[src/rtl/rbc_conv_arbiter_pkg.sv]
// Shared definitions for the reflected-binary-code (Gray) conversion arbiter.
//   DIR_RBC2BIN / DIR_BIN2RBC : meaning of a requester's direction bit.
//   id_width()                : width of a requester index. It is never less
//                               than one bit, so a single-port build still has
//                               a legal id bus.
package rbc_conv_arbiter_pkg;

  localparam logic DIR_RBC2BIN = 1'b0;
  localparam logic DIR_BIN2RBC = 1'b1;

  function automatic int id_width(input int ports);
    return (ports > 1) ? $clog2(ports) : 1;
  endfunction

endpackage

[src/rtl/rbc_conv_arbiter_codec.sv]
// Stand-alone Gray (reflected binary code) converters, both purely combinational.
//   rbc2bin : rbc_i [p_WIDTH] -> bin_o [p_WIDTH]   Gray to binary
//   bin2rbc : bin_i [p_WIDTH] -> rbc_o [p_WIDTH]   binary to Gray
module rbc2bin #(
  parameter int p_WIDTH = 4
) (
  input  logic [p_WIDTH-1:0] rbc_i,
  output logic [p_WIDTH-1:0] bin_o
);

  // Binary bit i is the XOR of every Gray bit at position i and above.
  always_comb begin
    bin_o = '0;
    for (int i = 0; i < p_WIDTH; i++) begin
      bin_o[i] = ^(rbc_i >> i);
    end
  end

endmodule

module bin2rbc #(
  parameter int p_WIDTH = 4
) (
  input  logic [p_WIDTH-1:0] bin_i,
  output logic [p_WIDTH-1:0] rbc_o
);

  assign rbc_o = bin_i ^ (bin_i >> 1);

endmodule

[src/rtl/rbc_conv_arbiter_rr_grant.sv]
// Round-robin priority picker, purely combinational.
//   valid_i [p_PORTS] : requesters asking for service
//   ptr_i   [p_ID_W]  : highest-priority index this cycle
//   en_i              : when low, nothing is granted
//   grant_o [p_PORTS] : one-hot grant, or all zero
//   idx_o   [p_ID_W]  : index of the granted requester (0 when none)
//   any_o             : a grant was issued
module rr_grant #(
  parameter int p_PORTS = 3,
  parameter int p_ID_W  = 2
) (
  input  logic [p_PORTS-1:0] valid_i,
  input  logic [p_ID_W-1:0]  ptr_i,
  input  logic               en_i,
  output logic [p_PORTS-1:0] grant_o,
  output logic [p_ID_W-1:0]  idx_o,
  output logic               any_o
);

  logic found_hi;
  logic found_lo;
  int   hi_idx;
  int   lo_idx;
  int   sel_idx;

  // Two scans replace a modular search: the first valid index at or above
  // the pointer wins; if there is none, the search wraps and the lowest
  // valid index wins.
  always_comb begin
    found_hi = 1'b0;
    found_lo = 1'b0;
    hi_idx   = 0;
    lo_idx   = 0;
    for (int i = 0; i < p_PORTS; i++) begin
      if (valid_i[i] && !found_lo) begin
        found_lo = 1'b1;
        lo_idx   = i;
      end
      if (valid_i[i] && (i >= int'(ptr_i)) && !found_hi) begin
        found_hi = 1'b1;
        hi_idx   = i;
      end
    end
    sel_idx = found_hi ? hi_idx : lo_idx;
    any_o   = en_i && found_lo;
    idx_o   = any_o ? p_ID_W'(sel_idx) : '0;
    grant_o = '0;
    for (int i = 0; i < p_PORTS; i++) begin
      grant_o[i] = any_o && (sel_idx == i);
    end
  end

endmodule

[src/rtl/rbc_conv_arbiter.sv]
// Lets p_PORTS requesters share one Gray->binary and one binary->Gray
// converter. A round-robin arbiter grants at most one request per cycle. The
// converted word is registered and returned together with the requester's id.
//   iw_clk, iw_rst          : clock (rising edge), async active-high reset
//   iwv_req_valid/dir/code  : per-requester request; code k at [k*p_WIDTH +: p_WIDTH]
//   owv_req_ready           : one-hot grant, or all zero
//   ow_rsp_valid/owv_rsp_code/owv_rsp_id/ow_rsp_dir : registered response
//   iw_rsp_ready            : consumer takes the response
module rbc_conv_arbiter
  import rbc_conv_arbiter_pkg::*;
#(
  parameter  int p_WIDTH = 4,
  parameter  int p_PORTS = 3,
  localparam int p_ID_W  = id_width(p_PORTS)
) (
  input  logic                       iw_clk,
  input  logic                       iw_rst,
  input  logic [p_PORTS-1:0]         iwv_req_valid,
  input  logic [p_PORTS-1:0]         iwv_req_dir,
  input  logic [p_PORTS*p_WIDTH-1:0] iwv_req_code,
  output logic [p_PORTS-1:0]         owv_req_ready,
  output logic                       ow_rsp_valid,
  output logic [p_WIDTH-1:0]         owv_rsp_code,
  output logic [p_ID_W-1:0]          owv_rsp_id,
  output logic                       ow_rsp_dir,
  input  logic                       iw_rsp_ready
);

  logic               rsp_valid_q, rsp_valid_d;
  logic [p_WIDTH-1:0] rsp_code_q,  rsp_code_d;
  logic [p_ID_W-1:0]  rsp_id_q,    rsp_id_d;
  logic               rsp_dir_q,   rsp_dir_d;
  logic [p_ID_W-1:0]  ptr_q,       ptr_d;

  logic               slot_free;
  logic               grant_en;
  logic [p_PORTS-1:0] grant;
  logic [p_ID_W-1:0]  grant_idx;
  logic               any_grant;
  logic [p_WIDTH-1:0] sel_code;
  logic               sel_dir;
  logic [p_WIDTH-1:0] to_bin;
  logic [p_WIDTH-1:0] to_rbc;
  logic [p_WIDTH-1:0] conv_code;

  // The slot can take a new word when it is empty or is being drained this
  // cycle. Reset gates the grant so no requester sees ready while the
  // response register is held clear.
  assign slot_free = !rsp_valid_q || iw_rsp_ready;
  assign grant_en  = slot_free && !iw_rst;

  rr_grant #(
    .p_PORTS (p_PORTS),
    .p_ID_W  (p_ID_W)
  ) u_rr_grant (
    .valid_i (iwv_req_valid),
    .ptr_i   (ptr_q),
    .en_i    (grant_en),
    .grant_o (grant),
    .idx_o   (grant_idx),
    .any_o   (any_grant)
  );

  // The one-hot grant drives an AND-OR mux, so every part-select index is a
  // constant after unrolling.
  always_comb begin
    sel_code = '0;
    sel_dir  = 1'b0;
    for (int i = 0; i < p_PORTS; i++) begin
      if (grant[i]) begin
        sel_code = iwv_req_code[i*p_WIDTH +: p_WIDTH];
        sel_dir  = iwv_req_dir[i];
      end
    end
  end

  rbc2bin #(.p_WIDTH(p_WIDTH)) u_rbc2bin (.rbc_i(sel_code), .bin_o(to_bin));
  bin2rbc #(.p_WIDTH(p_WIDTH)) u_bin2rbc (.bin_i(sel_code), .rbc_o(to_rbc));

  assign conv_code = (sel_dir == DIR_BIN2RBC) ? to_rbc : to_bin;

  // An accept loads the slot and moves the pointer past the winner. A drain
  // with no accept only clears valid. The data stays put, so it is still
  // readable afterwards.
  always_comb begin
    rsp_valid_d = rsp_valid_q;
    rsp_code_d  = rsp_code_q;
    rsp_id_d    = rsp_id_q;
    rsp_dir_d   = rsp_dir_q;
    ptr_d       = ptr_q;
    if (any_grant) begin
      rsp_valid_d = 1'b1;
      rsp_code_d  = conv_code;
      rsp_id_d    = grant_idx;
      rsp_dir_d   = sel_dir;
      ptr_d       = (grant_idx == p_ID_W'(p_PORTS - 1)) ? '0 : grant_idx + p_ID_W'(1);
    end else if (iw_rsp_ready) begin
      rsp_valid_d = 1'b0;
    end
  end

  always_ff @(posedge iw_clk or posedge iw_rst) begin
    if (iw_rst) begin
      rsp_valid_q <= 1'b0;
      rsp_code_q  <= '0;
      rsp_id_q    <= '0;
      rsp_dir_q   <= 1'b0;
      ptr_q       <= '0;
    end else begin
      rsp_valid_q <= rsp_valid_d;
      rsp_code_q  <= rsp_code_d;
      rsp_id_q    <= rsp_id_d;
      rsp_dir_q   <= rsp_dir_d;
      ptr_q       <= ptr_d;
    end
  end

  assign owv_req_ready = grant;
  assign ow_rsp_valid  = rsp_valid_q;
  assign owv_rsp_code  = rsp_code_q;
  assign owv_rsp_id    = rsp_id_q;
  assign ow_rsp_dir    = rsp_dir_q;

endmodule
[config.mk]
export PLATFORM = sky130hd
export DESIGN_NAME = rbc_conv_arbiter
export DESIGN_NICKNAME = d
export VERILOG_FILES = /design/src/rtl/rbc_conv_arbiter_pkg.sv /design/src/rtl/rbc_conv_arbiter_codec.sv /design/src/rtl/rbc_conv_arbiter_rr_grant.sv /design/src/rtl/rbc_conv_arbiter.sv
export SDC_FILE = /design/constraint.sdc
export NUM_CORES = 1
export LEC_CHECK = 0
export ABC_AREA = 0
export CAP_MARGIN = 20
export CELL_PAD_IN_SITES_DETAIL_PLACEMENT = 0
export CELL_PAD_IN_SITES_GLOBAL_PLACEMENT = 1
export CORE_UTILIZATION = 30
export CTS_BUF_LIST = sky130_fd_sc_hd__clkbuf_8
export DETAILED_ROUTE_END_ITERATION = 8
export PLACE_DENSITY_LB_ADDON = 0.1
export SYNTH_ARGS = -nofsm -noshare
export SYNTH_HDL_FRONTEND = slang
export SYNTH_SLANG_ARGS = --single-unit
[constraint.sdc]
create_clock -name iw_clk -period 2.3 [get_ports iw_clk]
set_input_delay 0.23 -clock iw_clk [delete_from_list [all_inputs] [get_ports iw_clk]]
set_output_delay 0.23 -clock iw_clk [all_outputs]
set_load 0.03 [all_outputs]
==> results of run 1 <==
[worst max-delay path by stage]
stage | depth (start not counted) | from | to | slack [ns]
floorplan | 5 | ptr_q[0] | ptr_q[1] | 0.20
global placement | 9 | iwv_req_valid[1] | owv_rsp_code[0] | -0.008
detailed placement | 9 | iwv_req_valid[1] | owv_rsp_code[0] | -0.08
CTS | 6 | iwv_req_valid[1] | owv_req_ready[2] | 0.04
global route | 9 | iwv_req_valid[1] | owv_rsp_code[0] | 0.04
finish | 9 | iwv_req_valid[1] | owv_rsp_code[0] | 0.14
[layout make-up]
class / count / share of cell area (%)
clock buffers: 4 / 4.814
multi-input cells: 64 / 38.07
flip-flops and latches: 10 / 21.88
inverters: 2 / 0.6565
repair buffers: 38 / 31.51
well taps: 28 / 3.063
[layout by cell type, fill, tap and decap left out, types with 4 or more instances in the layout]
| cell type | count |
|---|---|
| a21o_1 | 6 |
| buf_4 | 9 |
| clkbuf_8 | 4 |
| clkdlybuf4s50_1 | 28 |
| dfrtp_1 | 10 |
| nand2_1 | 5 |
| nand3_1 | 6 |
| nor2_1 | 5 |
| o21ai_0 | 6 |
| o21ai_1 | 4 |
[metal layers]
| metal | wire length, µm | part of all wire (%) | vias to the layer above | track usage (%) |
|---|---|---|---|---|
| met5 | 0 | 0 | - | 0 |
| met4 | 16 | 0.98 | 0 | 6.944 |
| met3 | 71 | 4.4 | 2 | 0.9091 |
| met2 | 781 | 48 | 21 | 22.67 |
| met1 | 759 | 47 | 310 | 16.48 |
| li1 | - | - | 367 | - |
[where the power goes]
part	switching (mW)	internal (mW)	total, mW
registers	0.0315	0.219	0.251
clock network	0.0612	0.150	0.211
logic	0.200	0.177	0.377
[cells by family (layout without fill, tap and decap cells)]
group / Yosys count / after routing
AO/OA/AOI/OAI: 34 / 34
XOR/XNOR: 3 / 3
buffers and inverters: 4 / 44
flip-flops: 10 / 10
AND/OR/NAND/NOR: 27 / 27
[flip-flops by register name, indices dropped and copies added (netlist names)]
name / flops
owv_rsp_id: 2
ow_rsp_dir: 1
owv_rsp_code: 4
ow_rsp_valid: 1
ptr_q: 2
[worst min-delay path: stages]
cell and delay (ns):
clkdlybuf4s50_1 0.44, inv_1 0.09, buf_4 0.18
[metrics by stage]
step	TNS [ns]	utilization (%)	setup WS, ns
finish	0	51.70	0.1396
floorplan	0	-	0.2041
global route	0	51.70	0.04362
detailed placement	-0.1067	48.87	-0.07778
global placement	-0.008427	48.87	-0.008427
CTS	0	51.36	0.03712
==> impl_results.md, run 1 <==
* Diodes inserted at 0
* RD Place Congestion at roughly 0.77
* Clock Skew at 0.001185 ns
* Clock Path Buffers at 2
* Critical path's top delay family: compound AO/OA/AOI/OAI gates
* Yosys Warn Count at 0
* CTS tree: yes
* Top-area cell type share of the netlist area at 35.21%
* Clk_lat worst skew at between 0.2 and 0.25 ns
* Post-CTS sizing at 0
* Dominant synthesized flop cell: dfrtp_1
* Synthesized area at between 700 and 800 µm²
* Tot Pwr at 838.9 µW
* Initial antenna violation count at 0
* Synth Register Bits at 10
* Post-synthesis sequential area ratio at between 30% and 40%
* Area growth syn-to-layout at 60.92%
* PwrDens at about 730 nW/µm²
* Post-Synth XOR/XNOR Area at 3.697%
* FILL cells at 230
* Via density at 4.795
* Inst Count DP at approximately 140
* Total CTS buffers at 3
* H-tree Lvls at 1
* Max-cap violations at 0
* Via count at 700
* Dpl cell area at about 1100 µm²
* Tcrit/Tclk final at 93.93%
* Global-route usage over all layers at between 10% and 20%
* CTS root buf: clkbuf_8
* DRT antenna net count at 0
* IO Pins at 32
* Sum of buffers and inverters on the critical path at 2
* Syn Nets at a little under 100
* Share of cells above drive strength 1 at between 20% and 30%
* Synth top area cells: dfrtp_1 (35%), a21o_1 (6.3%), nand3_1 (4.2%), o21ai_0 (4.2%), xor2_1 (3.7%)
* Chip height at ~51 µm
* RSZ-0062 raised after global routing: false
* Largest family of logic cells by synthesized area: compound AO/OA/AOI/OAI gates
* Pins Over Slew Limit at 0
* Nets at 140
* Crit path max-delay cell type: clkdlybuf4s50_1
* Avg Cell Area, Syn at 9.111 µm²
* First-pass DRT Iterations at 2
* Crit path DAT at roughly 2.3 ns
* EDFF count, synth at 0
* Worst Max-Slew Pin Slew at approximately 0.39 ns
* Remaining global-route overflow at 0
* Drt initial violations at 5
* Input/output buffers at 31
* Core area at ~2200 µm²
* Worst setup SP type: input pin
* Fmax at approximately 0.46 GHz
* Die width at between 50 and 60 µm
* DRT Wirelength at between 1.5 and 2 mm
* Multi-input gate area at 435.4 µm²
* FF-to-FF Start: ptr_q[0]
* Post-DP HPWL at roughly 1.4 mm
* Commonest cells in the netlist: dfrtp_1 (10), a21o_1 (6), nand3_1 (6), o21ai_0 (6)
* Fin. Hold Viols at 0
* WS Path Type: input pin to flop
* Global-route wire length before repair at ~2.6 mm
* Num rows at 17
* Largest stage delay, worst path at between 0.6 and 0.7 ns
* Clock sink total at 10
* Post-CTS Setup Bufs at 0
* Post-route minimum period at approximately 2.2 ns
* Hold Crit Class: input pin to async pin
* DIE AREA at between 2000 and 3000 µm²
* Storage cell area at 250.2 µm²
* Post-synthesis mux area share at 0%
* Pin count of the biggest net entering global routing at 11
* Compound-Gate Fraction of Synth Area at between 30% and 40%
* CP cell instances: clkdlybuf4s50_1 -> nor2_1 -> o31ai_4 -> buf_4 -> o21ai_1 -> a31oi_2 -> xor2_1 -> a221oi_1 -> a31oi_1
* Cell leakage power at ~0.52 nW
* Post-synthesis adder-cell area fraction at 0%
* Peak VDD IR at between 0.4 and 0.5 mV
* Clk pin slew, worst setup/hold paths at 0.05 ns
* Critical path endpoint category: flop
* Netlist cell types at 33
* WL/cell at 11.16 µm
* FF-to-FF End: owv_rsp_code[0]
* Post-Synthesis Cells at 78
* Vias in the first global route at 650
* Largest area contributor in the netlist: dfrtp_1
* Ys async rst share at 100.0%
* Status: complete, no violations
* Final setup fails at 0
* Drt drc at 0
* Finished layout cell area at 1144 µm²
* Hold-fix buffers, CTS at 0
* FF-to-FF path depth at 8
* Reg2reg setup slack at about 0.31 ns
* Worst-path fanout max at 9
* Area share of and/or/nand/nor cells after synthesis at between 20% and 30%
* Worst hold slack at approximately 0.36 ns
* Slew HR at between 70 and 80%
* CP required at ~2.5 ns
* Starting Density at 32.13%
* Count leader, synth: dfrtp_1
* Layout Cells excl Fill at around 150
Note: power is estimated with default switching activity, not from simulation.
==> inputs of run 2 (changes only) <==
--- a/config.mk
+++ b/config.mk
@@ -6,6 +6,7 @@
 export NUM_CORES = 1
 export LEC_CHECK = 0
 export ABC_AREA = 0
+export ABC_CLOCK_PERIOD_IN_PS = 2300
 export CAP_MARGIN = 20
 export CELL_PAD_IN_SITES_DETAIL_PLACEMENT = 0
 export CELL_PAD_IN_SITES_GLOBAL_PLACEMENT = 1
@@ -13,6 +14,7 @@
 export CTS_BUF_LIST = sky130_fd_sc_hd__clkbuf_8
 export DETAILED_ROUTE_END_ITERATION = 8
 export PLACE_DENSITY_LB_ADDON = 0.1
+export REMOVE_ABC_BUFFERS = 1
 export SYNTH_ARGS = -nofsm -noshare
 export SYNTH_HDL_FRONTEND = slang
 export SYNTH_SLANG_ARGS = --single-unit
==> impl_results.md, run 2 (synthesis gave the netlist of run 1 again) <==
* Status: complete, no violations
* Switching power at ~310 µW
* Layout Cells excl Fill at around 150
* Via density at 4.946
* Share of cells above drive strength 1 at about 22%
* Vias in the first global route at between 600 and 700
* Critical path's top delay family: buffers and inverters
* Die width at just over 50 µm
* Inst Count DP at 144
* Comb power frac at a little under half
* Num rows at 17
* Crit path max-delay cell type: clkdlybuf4s50_1
* Worst setup SP type: input pin
* Input/output buffers at 31
* IO Pins at 32
* Clock Path Buffers at 2
* Clock Skew at about 0.0057 ns
* Clock power share at 25.3%
* Crit path DAT at between 1.5 and 2 ns
* DRT antenna net count at 0
* Worst hold slack at 0.3672 ns
* DIE AREA at 2567 µm²
* Post-CTS sizing at 0
* Drt drc at 0
* Cell leakage power at roughly 0.52 nW
* CP dominant cell by count: clkdlybuf4s50_1
* Post-CTS Setup Bufs at 0
* Clk_lat worst skew at ~0.24 ns
* Clk pin slew, worst setup/hold paths at 0.05 ns
* RSZ-0062 raised after global routing: false
* Tot Pwr at roughly 860 µW
* DRT Wirelength at 1.756 mm
* Largest stage delay, worst path at 0.69 ns
* Total CTS buffers at 3
* Diodes inserted at 0
* Setup ws final at ~0.12 ns
* Fin. Hold Viols at 0
* Highest-count cells in the layout ignoring fill and taps: clkdlybuf4s50_1 (29), dfrtp_1 (10), buf_4 (10)
* First-pass DRT Iterations at 3
* Pins Over Slew Limit at 0
* Global-route usage over all layers at about 15%
* Initial antenna violation count at 0
* Place WS at -0.004480 ns
* Core area at approximately 2200 µm²
* CP required at roughly 2.1 ns
* Clock sink total at 10
* WL/cell at roughly 12 µm
* Max-cap violations at 0
* Setup_tns at 0 ns
* Fmax at about 0.46 GHz
* Peak VDD IR at 0.4043 mV
* Internal power at approximately 560 µW
* Largest register FFs at 4
* Global-route wire length before repair at approximately 2.8 mm
* Switching Share at 35.41%
* Final setup fails at 0
* Post-route minimum period at between 2 and 2.5 ns
* RD Place Congestion at just over 0.7
* Remaining global-route overflow at 0
* Area growth syn-to-layout at 64.44%
* H-tree Lvls at 1
* Drt initial violations at 4
* Via count at about 730
* Critical path endpoint category: output port
* Worst Max-Slew Pin Slew at approximately 0.36 ns
* Pin count of the biggest net entering global routing at 11
* Crit path from: iwv_req_valid[1]
* Post-DP HPWL at about 1.4 mm
* Hold-fix buffers, CTS at 0
* Worst-path fanout max at 6
* FF-to-FF Start: ptr_q[1]
* Tcrit/Tclk final at 94.82%
* Hold Crit Class: input pin to async pin
* Part of the power in registers at about 29%
* Most common cell after layout, fill and taps aside: clkdlybuf4s50_1
* Nets at between 100 and 150
* Sum of buffers and inverters on the critical path at 2
* Starting Density at about a third
* CTS root buf: clkbuf_8
* Slew HR at between 70% and 80%
* WS Path Type: input pin to output port
* Chip height at a little over 50 µm
* CP cell instances: clkdlybuf4s50_1 -> nor3b_2 -> o31ai_4 -> nor2_1 -> clkdlybuf4s50_1
* PwrDens at 739.0 nW/µm²
* CTS tree: yes
run 2: worst register-to-register path: cells and delay by family (launching register included):
family	cells	cell delay, ns
AOI/OAI and AO/OA	5	0.86
DFF	1	0.47
and+or+nand+nor	1	0.20
buffers and inverters	1	0.16
xor gates and xnor gates	1	0.13
run 2: power groups by stage:
| stage | registers (mW) | clock network, mW | logic, mW |
|---|---|---|---|
| final | 0.253 | 0.219 | 0.392 |
| after global routing | 0.258 | 0.228 | 0.422 |
| after CTS | 0.252 | 0.223 | 0.396 |
| after detailed placement | 0.254 | 0 | 0.395 |
| after global placement | 0.253 | 0 | 0.391 |
| after floorplan | 0.320 | 0 | 0.151 |
run 2: layout make-up:
class                           count  area, µm²
Fill cell                         227       1044
Multi-Input combinational cell     64      435.4
Timing Repair Buffer               40      385.4
Sequential cell                    10      250.2
Clock buffer                        4      55.05
Tap cell                           28      35.03
Inverter                            2      7.507
run 2: metrics by stage:
stage	utilization [%]	instance area, µm²
after CTS	52.60	1164
after floorplan	-	688.2
final	52.83	1169
after detailed placement	50.11	1109
after global placement	50.11	1109
after global routing	52.83	1169
run 2: final timing paths:
check,end,slack [ns],cells past startpoint
worst max-delay path,owv_req_ready[2],0.12,5
worst min-delay path,ptr_q[0],0.37,3
worst max register to register,owv_rsp_code[0],0.34,8
worst min register to register,ow_rsp_dir,0.47,2
max in group asynchronous,ow_rsp_dir,1.79,3
min in group iw_clk,ow_rsp_dir,0.47,2
run 2: metal layers:
layer / GRT usage (%) / vias up / share of wire [%]
li1: - / 375 / -
met1: 17.28 / 330 / 48
met2: 25.11 / 23 / 46
met3: 2.424 / 4 / 4.3
met4: 8.333 / 0 / 1.9
met5: 0 / - / 0
==> inputs of run 3 (changes only) <==
--- a/config.mk
+++ b/config.mk
@@ -7,7 +7,6 @@
 export LEC_CHECK = 0
 export ABC_AREA = 0
 export ABC_CLOCK_PERIOD_IN_PS = 2300
-export CAP_MARGIN = 20
 export CELL_PAD_IN_SITES_DETAIL_PLACEMENT = 0
 export CELL_PAD_IN_SITES_GLOBAL_PLACEMENT = 1
 export CORE_UTILIZATION = 30
==> results of run 3 <==
No change in the layout: final DEF, timing and power equal those of run 2.
